### config.mk
export PLATFORM = sky130hd
export DESIGN_NAME = uart_num_sender_flat
export DESIGN_NICKNAME = d
export VERILOG_FILES = /design/src/rtl/uart_num_sender_pkg.sv /design/src/rtl/uart_num_sender_if.sv /design/src/rtl/uart_num_sender_gap_timer.sv /design/src/rtl/uart_num_sender.sv /design/src/flat_wrapper.sv
export SDC_FILE = /design/constraint.sdc
export NUM_CORES = 1
export LEC_CHECK = 0
export BUFFER_PORTS_ARGS = -buffer_cell sky130_fd_sc_hd__buf_2
export CAP_MARGIN = 20
export CELL_PAD_IN_SITES_DETAIL_PLACEMENT = 1
export CELL_PAD_IN_SITES_GLOBAL_PLACEMENT = 1
export CORE_ASPECT_RATIO = 1.75
export CORE_MARGIN = 2
export CORE_UTILIZATION = 37
export CTS_BUF_LIST = sky130_fd_sc_hd__clkbuf_4
export DETAILED_ROUTE_END_ITERATION = 7
export PLACE_DENSITY = 0.7
export RECOVER_POWER = 25
export SYNTH_ARGS = -nofsm -noshare
export SYNTH_HDL_FRONTEND = slang
export SYNTH_SLANG_ARGS = --single-unit
### constraint.sdc
create_clock -name clk_i -period 5.1 [get_ports clk_i]
set_input_delay 1.53 -clock clk_i [delete_from_list [all_inputs] [get_ports clk_i]]
set_output_delay 1.53 -clock clk_i [all_outputs]
set_load 0.05 [all_outputs]
### src/rtl/uart_num_sender_pkg.sv
// Shared definitions for the UART number sender: FSM states, ASCII codes and
// the digit/byte helpers used to build the outgoing text.
package uart_num_sender_pkg;

  typedef enum logic [1:0] {
    ST_IDLE = 2'd0,
    ST_SEND = 2'd1,
    ST_GAP  = 2'd2,
    ST_FIN  = 2'd3
  } state_e;

  localparam logic [7:0] ASCII_0  = 8'h30;
  localparam logic [7:0] ASCII_QM = 8'h3F;
  localparam logic [7:0] ASCII_CR = 8'h0D;
  localparam logic [7:0] ASCII_LF = 8'h0A;

  // Byte index 0..5 are digits (0 = most significant), 6 = CR, 7 = LF.
  localparam logic [2:0] IDX_LAST_DIGIT = 3'd5;
  localparam logic [2:0] IDX_CR         = 3'd6;
  localparam logic [2:0] IDX_LF         = 3'd7;

  function automatic logic [7:0] digit_to_ascii(input logic [3:0] nib);
    if (nib <= 4'd9) begin
      return ASCII_0 + {4'h0, nib};
    end
    return ASCII_QM;
  endfunction

  function automatic logic [3:0] digit_at(input logic [23:0] bcd, input logic [2:0] idx);
    logic [3:0] nib;
    case (idx)
      3'd0:    nib = bcd[23:20];
      3'd1:    nib = bcd[19:16];
      3'd2:    nib = bcd[15:12];
      3'd3:    nib = bcd[11:8];
      3'd4:    nib = bcd[7:4];
      3'd5:    nib = bcd[3:0];
      default: nib = 4'h0;
    endcase
    return nib;
  endfunction

  // Non-BCD nibbles count as significant; an all-zero value keeps the last digit.
  function automatic logic [2:0] first_digit_idx(input logic [23:0] bcd, input logic suppress);
    logic [2:0] idx;
    idx = suppress ? IDX_LAST_DIGIT : 3'd0;
    if (suppress) begin
      for (int i = 5; i >= 0; i--) begin
        if (digit_at(bcd, 3'(i)) != 4'h0) begin
          idx = 3'(i);
        end
      end
    end
    return idx;
  endfunction

  function automatic logic [7:0] byte_at(input logic [23:0] bcd, input logic [2:0] idx);
    logic [7:0] b;
    case (idx)
      IDX_CR:  b = ASCII_CR;
      IDX_LF:  b = ASCII_LF;
      default: b = digit_to_ascii(digit_at(bcd, idx));
    endcase
    return b;
  endfunction

endpackage

### src/rtl/uart_num_sender_if.sv
// Request/byte-strobe bundle between the value source, the number sender and tx_uart.
interface uart_num_sender_if;

  logic        start;
  logic [23:0] bcd_in;
  logic [7:0]  tx_data;
  logic        tx_ready;
  logic        busy;
  logic        done;

  modport master (
    output start, bcd_in,
    input  tx_data, tx_ready, busy, done
  );

  modport slave (
    input  start, bcd_in,
    output tx_data, tx_ready, busy, done
  );

endinterface

### src/rtl/uart_num_sender_gap_timer.sv
// Down-counter that paces byte strobes: load sets GAP_CYCLES-1, expired_o is
// high once the count has run down to zero.
module uart_num_sender_gap_timer #(
  parameter int GAP_CYCLES = 8
) (
  input  logic clk_i,
  input  logic rst_ni,
  input  logic load_i,
  output logic expired_o
);

  localparam int CW = (GAP_CYCLES > 2) ? $clog2(GAP_CYCLES) : 1;
  localparam logic [CW-1:0] LOAD_VAL = CW'(GAP_CYCLES - 1);

  logic [CW-1:0] cnt_q;
  logic [CW-1:0] cnt_d;

  always_comb begin
    cnt_d = cnt_q;
    if (load_i) begin
      cnt_d = LOAD_VAL;
    end else if (cnt_q != '0) begin
      cnt_d = cnt_q - CW'(1);
    end
  end

  always_ff @(posedge clk_i or negedge rst_ni) begin
    if (!rst_ni) begin
      cnt_q <= '0;
    end else begin
      cnt_q <= cnt_d;
    end
  end

  assign expired_o = (cnt_q == '0);

endmodule

### src/rtl/uart_num_sender.sv
// Sends a latched 6-digit BCD value to tx_uart as ASCII text, optionally with
// leading zeros dropped and CR LF appended, one strobe every GAP_CYCLES cycles.
module uart_num_sender #(
  parameter int CLK_FREQ    = 50_000_000,
  parameter int BAUD        = 115200,
  parameter int GAP_CYCLES  = (CLK_FREQ / BAUD) * 11,
  parameter bit SUPPRESS_LZ = 1'b1,
  parameter bit APPEND_CRLF = 1'b1
) (
  input  logic             clk_i,
  input  logic             rst_ni,
  uart_num_sender_if.slave link
);

  import uart_num_sender_pkg::*;

  localparam logic [2:0] LAST_IDX = APPEND_CRLF ? IDX_LF : IDX_LAST_DIGIT;

  state_e      state_q;
  logic [23:0] bcd_q;
  logic [2:0]  idx_q;
  logic [7:0]  tx_data_q;
  logic        tx_ready_q;
  logic        busy_q;
  logic        done_q;

  logic [2:0]  first_idx_d;
  logic [7:0]  first_byte_d;
  logic [2:0]  next_idx_d;
  logic [7:0]  next_byte_d;
  logic        last_byte;
  logic        timer_load_d;
  logic        gap_expired;

  // The gap timer is reloaded on the same edge that raises each strobe, so
  // strobes land exactly GAP_CYCLES apart.
  always_comb begin
    first_idx_d  = first_digit_idx(link.bcd_in, SUPPRESS_LZ);
    first_byte_d = byte_at(link.bcd_in, first_idx_d);
    next_idx_d   = idx_q + 3'd1;
    next_byte_d  = byte_at(bcd_q, next_idx_d);
    last_byte    = (idx_q == LAST_IDX);
    timer_load_d = ((state_q == ST_IDLE) && link.start) ||
                   ((state_q == ST_GAP) && gap_expired && !last_byte);
  end

  uart_num_sender_gap_timer #(
    .GAP_CYCLES (GAP_CYCLES)
  ) u_gap_timer (
    .clk_i     (clk_i),
    .rst_ni    (rst_ni),
    .load_i    (timer_load_d),
    .expired_o (gap_expired)
  );

  always_ff @(posedge clk_i or negedge rst_ni) begin
    if (!rst_ni) begin
      state_q    <= ST_IDLE;
      bcd_q      <= '0;
      idx_q      <= '0;
      tx_data_q  <= 8'h00;
      tx_ready_q <= 1'b0;
      busy_q     <= 1'b0;
      done_q     <= 1'b0;
    end else begin
      case (state_q)
        ST_IDLE: begin
          tx_ready_q <= 1'b0;
          done_q     <= 1'b0;
          if (link.start) begin
            bcd_q      <= link.bcd_in;
            idx_q      <= first_idx_d;
            tx_data_q  <= first_byte_d;
            tx_ready_q <= 1'b1;
            busy_q     <= 1'b1;
            state_q    <= ST_SEND;
          end
        end
        ST_SEND: begin
          tx_ready_q <= 1'b0;
          state_q    <= ST_GAP;
        end
        ST_GAP: begin
          if (gap_expired) begin
            if (!last_byte) begin
              idx_q      <= next_idx_d;
              tx_data_q  <= next_byte_d;
              tx_ready_q <= 1'b1;
              state_q    <= ST_SEND;
            end else begin
              done_q  <= 1'b1;
              state_q <= ST_FIN;
            end
          end
        end
        ST_FIN: begin
          done_q  <= 1'b0;
          busy_q  <= 1'b0;
          state_q <= ST_IDLE;
        end
        default: begin
          state_q <= ST_IDLE;
        end
      endcase
    end
  end

  assign link.tx_data  = tx_data_q;
  assign link.tx_ready = tx_ready_q;
  assign link.busy     = busy_q;
  assign link.done     = done_q;

endmodule
### src/flat_wrapper.sv
// flat-port wrapper written by rule: the top's interface ports become plain ports
module uart_num_sender_flat import uart_num_sender_pkg::*;
#(
  parameter int CLK_FREQ    = 50_000_000,
  parameter int BAUD        = 115200,
  parameter int GAP_CYCLES  = (CLK_FREQ / BAUD) * 11,
  parameter bit SUPPRESS_LZ = 1'b1,
  parameter bit APPEND_CRLF = 1'b1
)
  (clk_i, rst_ni, link_start, link_bcd_in, link_tx_data, link_tx_ready, link_busy, link_done);
  uart_num_sender_if link_i ();
  input  logic clk_i;
  input  logic rst_ni;
  input wire logic [$bits(link_i.start)-1:0] link_start;
  input wire logic [$bits(link_i.bcd_in)-1:0] link_bcd_in;
  output wire logic [$bits(link_i.tx_data)-1:0] link_tx_data;
  output wire logic [$bits(link_i.tx_ready)-1:0] link_tx_ready;
  output wire logic [$bits(link_i.busy)-1:0] link_busy;
  output wire logic [$bits(link_i.done)-1:0] link_done;
  assign link_i.start = link_start;
  assign link_i.bcd_in = link_bcd_in;
  assign link_tx_data = link_i.tx_data;
  assign link_tx_ready = link_i.tx_ready;
  assign link_busy = link_i.busy;
  assign link_done = link_i.done;
  uart_num_sender #(.CLK_FREQ(CLK_FREQ), .BAUD(BAUD), .GAP_CYCLES(GAP_CYCLES), .SUPPRESS_LZ(SUPPRESS_LZ), .APPEND_CRLF(APPEND_CRLF)) u_core (.clk_i(clk_i), .rst_ni(rst_ni), .link(link_i));
endmodule
==> implementation parameters <==
Parameter                              Value

Timing
  Headroom to the max-slew limit ... -0.835
  Pins Over Slew Limit ... 51
  Final-report setup violation count ... 0
  Setup TNS ... 0 ns
  Share of the cycle needed by the critical path after routing ... 0.715
  Least-Margin Pin Slew ... about 2.8 ns
  Setup slack of the critical path after layout ... approximately 1.5 ns
  Count of endpoints failing hold in the final timing report ... 0
  Worst setup skew after layout ... 0.0255 ns
  Final min period ... 3.65 ns
  RSZ-0062 raised after global routing ... no
  Fmax ... 274 MHz

Routing
  Number of iterations in the first detailed-routing pass ... 4
  Met3 routed wirelength ... 221 um
  Via count ... about 2,600
  Met1 routed wirelength after detailed routing ... 3080 um
  First DRT Iteration DRCs ... 129
  Total wirelength of the detailed-routed design ... a little over 8000 um
  Post-route DRC violation count ... 0
  Routed wire per std cell ... 17.9 um
  Antenna Nets Post-Route ... 0
  Via-to-Cell Ratio ... 5.65
  Length of routed met2 wiring ... 4390 um
  Max layer used ... met4

Setup path
  Worst Path Max Fanout ... 50
  Worst Path Buf+Inv ... 2
  Crit path largest cell delay ... about 1.9 ns
  Worst EP required ... 5.04 ns
  Data arrival, critical path ... between 3 and 4 ns
  Critical path class ... in -> async
  Cell-by-cell trace of the critical path ... buf_2, clkbuf_1
  Crit-path slowest cell ... sky130_fd_sc_hd__clkbuf_1
  Worst setup EP type ... async pin
  Kind of cell adding the most delay to the critical path ... buffers and inverters
  Crit path launch type ... input pin

Global routing
  First-pass GRT wire length ... 13,300 um
  Maximum number of pins on one net before global-route repair ... 51
  Via count of the first global-routing pass ... 2,646
  Total global-route track usage ... 0.203
  Antenna violations before repair ... 1
  Total overflow reported by the global router ... 0

Cells and area
  Final non-filler cell total ... roughly 450
  Final core occ ... 0.417
  Fraction of layout instances using a drive strength above 1 ... 0.163
  Fillers ... 921
  Post-layout instance area ... between 3000 and 4000 um^2
  # nets final ... 400
  Sequential cell area in the final layout ... between 1000 and 1500 um^2
  Area used by multi-input combinational logic ... 1470 um^2
  Area added between synthesis and finish ... 9.63%

Logic synthesis
  Post-synthesis sequential element count ... 50
  EDFF count, synth ... 0
  Post-synthesis instance area ... approximately 2900 um^2
  Share of the yosys chip area belonging to registers ... 0.438
  Syn avg cell area ... ~8.5 um^2
  Fraction of synthesis flops using an asynchronous set or reset pin ... 1.00
  Ys flop type ... sky130_fd_sc_hd__dfrtp_1
  Number of warnings printed during yosys synthesis ... 0
  Number of library cell types mapped by synthesis ... 52
  Synthesized instance count ... 335

Run status
  Outcome ... finished with violations
  Violated checks ... max-capacitance violations, max-slew violations

Die
  Overall die height ... 120 um
  Area inside the core boundary ... 7510 um^2
  Std cell rows ... 42
  Die width ... 70.5 um
  Starting density of the core ... 0.380
  Num ports ... 38
  Total Die Area ... ~8500 um^2

Worst hold path
  Tightest Hold Check Type ... reg -> reg

Placed design
  Worst Setup Slack post-DPL ... 1.45 ns
  Placement Cell Area ... 3080 um^2
  Detailed-placement wirelength estimate ... 6140 um
  Placed Cells incl. Taps ... around 440
  Port Buf Inserts ... 35
  Routability congestion estimate ... approximately 0.88

CTS
  Number of buffers created by CTS ... 5
  Longest Clk Path Bufs ... 2
  Clk pin slew, worst setup/hold paths ... 0.14 ns
  Number of buffers added for setup after CTS ... 0
  Total of cells resized after clock tree synthesis ... 0
  TritonCTS sink count ... 50
  Clock network latency to the later pin of the worst-skew pair ... 0.41 ns
  CTS tree ... done
  Hold Buf Count CTS ... 0
  Number of H-tree levels ... 2
  Cell at the root of the clock tree ... sky130_fd_sc_hd__clkbuf_4

Pwr
  Maximum vdd drop ... 253 uV
  Leakage Power ... roughly 1.4 nW
  Ratio of total power to cell area ... 574 nW/um^2

Flow run
  Reported max-cap violation count ... 1
-- registers in the layout (all words and copies together), names as in the netlist --
register                  cells
u_core.link.busy              1
u_core.bcd_q                 24
u_core.link.done              1
u_core.idx_q                  3
u_core.state_q                2
u_core.link.tx_ready          1
u_core.link.tx_data           5
u_core.u_gap_timer.cnt_q     13
-- kinds of logic (layout without fill, tap and decap cells) --
family	count (synthesis)	in the layout	share of synthesized area
XOR/XNOR	1	1	0.00306
other	1	3	0.00131
AND/OR/NAND/NOR	145	145	0.238
multiplexers	9	9	0.0337
adder cells (fa/ha/maj)	11	11	0.0481
flip-flops	50	50	0.438
AO/OA/AOI/OAI	84	84	0.190
buffers and inverters	34	61	0.0490
-- cell usage in the layout, fill, tap and decap left out, types with 3 or more instances in the layout --
cell,Yosys,final
sky130_fd_sc_hd__dfrtp_1,50,50
sky130_fd_sc_hd__ha_1,11,11
sky130_fd_sc_hd__a222oi_1,3,3
sky130_fd_sc_hd__nor3_1,8,8
sky130_fd_sc_hd__clkbuf_4,0,5
sky130_fd_sc_hd__a31oi_1,5,5
sky130_fd_sc_hd__nand2_1,79,79
sky130_fd_sc_hd__mux2_2,5,5
sky130_fd_sc_hd__o21ai_0,24,24
sky130_fd_sc_hd__inv_1,16,16
sky130_fd_sc_hd__o211ai_1,4,4
sky130_fd_sc_hd__a22oi_1,3,3
sky130_fd_sc_hd__a21oi_1,24,24
sky130_fd_sc_hd__buf_2,1,34
sky130_fd_sc_hd__nor4_1,7,7
sky130_fd_sc_hd__mux2i_1,4,4
sky130_fd_sc_hd__nor2_1,27,27
sky130_fd_sc_hd__nor4b_1,4,4
-- layout make-up --
class / count / share of cell area
Multi-Input combinational cell: 252 / 0.469
Sequential cell: 50 / 0.399
Timing Repair Buffer: 37 / 0.0591
Tap cell: 88 / 0.0351
Inverter: 16 / 0.0192
Clock buffer: 5 / 0.0120
Clock inverter: 3 / 0.00519
Antenna cell: 1 / 0.000798
-- synthesized netlist by cell type, types with 2 or more instances --
master / number / area [um^2]
sky130_fd_sc_hd__o211ai_1: 4 / 30.0
sky130_fd_sc_hd__nor4_1: 7 / 43.8
sky130_fd_sc_hd__nor3_1: 8 / 40.0
sky130_fd_sc_hd__a211oi_1: 2 / 15.0
sky130_fd_sc_hd__ha_1: 11 / 138
sky130_fd_sc_hd__clkbuf_1: 13 / 48.8
sky130_fd_sc_hd__inv_1: 16 / 60.1
sky130_fd_sc_hd__o41ai_1: 2 / 17.5
sky130_fd_sc_hd__mux2_2: 5 / 56.3
sky130_fd_sc_hd__dfrtp_1: 50 / 1250
sky130_fd_sc_hd__nand3_1: 2 / 10.0
sky130_fd_sc_hd__and2_1: 2 / 12.5
sky130_fd_sc_hd__nor2b_1: 2 / 12.5
sky130_fd_sc_hd__nand2_1: 79 / 297
sky130_fd_sc_hd__nand2b_1: 2 / 12.5
sky130_fd_sc_hd__mux2i_1: 4 / 40.0
sky130_fd_sc_hd__a22oi_1: 3 / 22.5
sky130_fd_sc_hd__o22a_1: 2 / 17.5
sky130_fd_sc_hd__a31oi_1: 5 / 31.3
sky130_fd_sc_hd__a32oi_1: 2 / 17.5
sky130_fd_sc_hd__nor4b_1: 4 / 35.0
sky130_fd_sc_hd__or4_1: 2 / 15.0
sky130_fd_sc_hd__buf_4: 3 / 22.5
sky130_fd_sc_hd__nor2_1: 27 / 101
sky130_fd_sc_hd__a222oi_1: 3 / 30.0
sky130_fd_sc_hd__a21oi_1: 24 / 120
sky130_fd_sc_hd__o21ai_0: 24 / 120
sky130_fd_sc_hd__o31ai_1: 2 / 15.0
sky130_fd_sc_hd__or3_4: 2 / 22.5
-- report_power, final --
part / switching, mW / total [mW] / internal, mW / leakage, nW
sequential: 0.120 / 0.682 / 0.562 / 0.595
combinational: 0.598 / 0.930 / 0.332 / 0.775
clock: 0.137 / 0.189 / 0.0515 / 0.0286
total: 0.855 / 1.80 / 0.945 / 1.40
-- routing by layer --
layer,global-route usage,vias up
met3,0.0283,23
met5,0,-
met1,0.220,1249
met4,0.124,0
li1,-,1227
met2,0.366,53
-- final timing paths --
kind | start | to | slack, ns | cells after the start
worst max-delay path | rst_ni | u_core.bcd_q[10]$_DFFE_PN0P_ | 1.45 | 2
worst min-delay path | u_core.bcd_q[16]$_DFFE_PN0P_ | u_core.bcd_q[16]$_DFFE_PN0P_ | 0.49 | 2
worst max register to register | u_core.u_gap_timer.cnt_q[0]$_DFFE_PN0P_ | u_core.link.tx_data[0]$_DFFE_PN0P_ | 2.13 | 9
worst min register to register | u_core.bcd_q[16]$_DFFE_PN0P_ | u_core.bcd_q[16]$_DFFE_PN0P_ | 0.49 | 2
max in group clk_i | link_bcd_in[16] | u_core.link.tx_data[1]$_DFFE_PN0P_ | 1.82 | 7
min in group asynchronous | rst_ni | u_core.u_gap_timer.cnt_q[5]$_DFFE_PN0P_ | 2.06 | 2
-- tightest hold or removal path, cell delays in order, from the launching register on --
cell and delay [ns]:
sky130_fd_sc_hd__dfrtp_1 0.37, sky130_fd_sc_hd__nand2_1 0.05, sky130_fd_sc_hd__nand2_1 0.05
-- through the flow --
step / hold WS, ns / total power, mW
2_1_floorplan: 0.440 / 1.36
3_3_place_gp: 0.459 / 1.61
3_5_place_dp: 0.464 / 1.63
4_1_cts: 0.497 / 1.83
5_1_grt: 0.514 / 1.96
6_report: 0.492 / 1.80
Note: power is estimated with default switching activity, not from simulation.
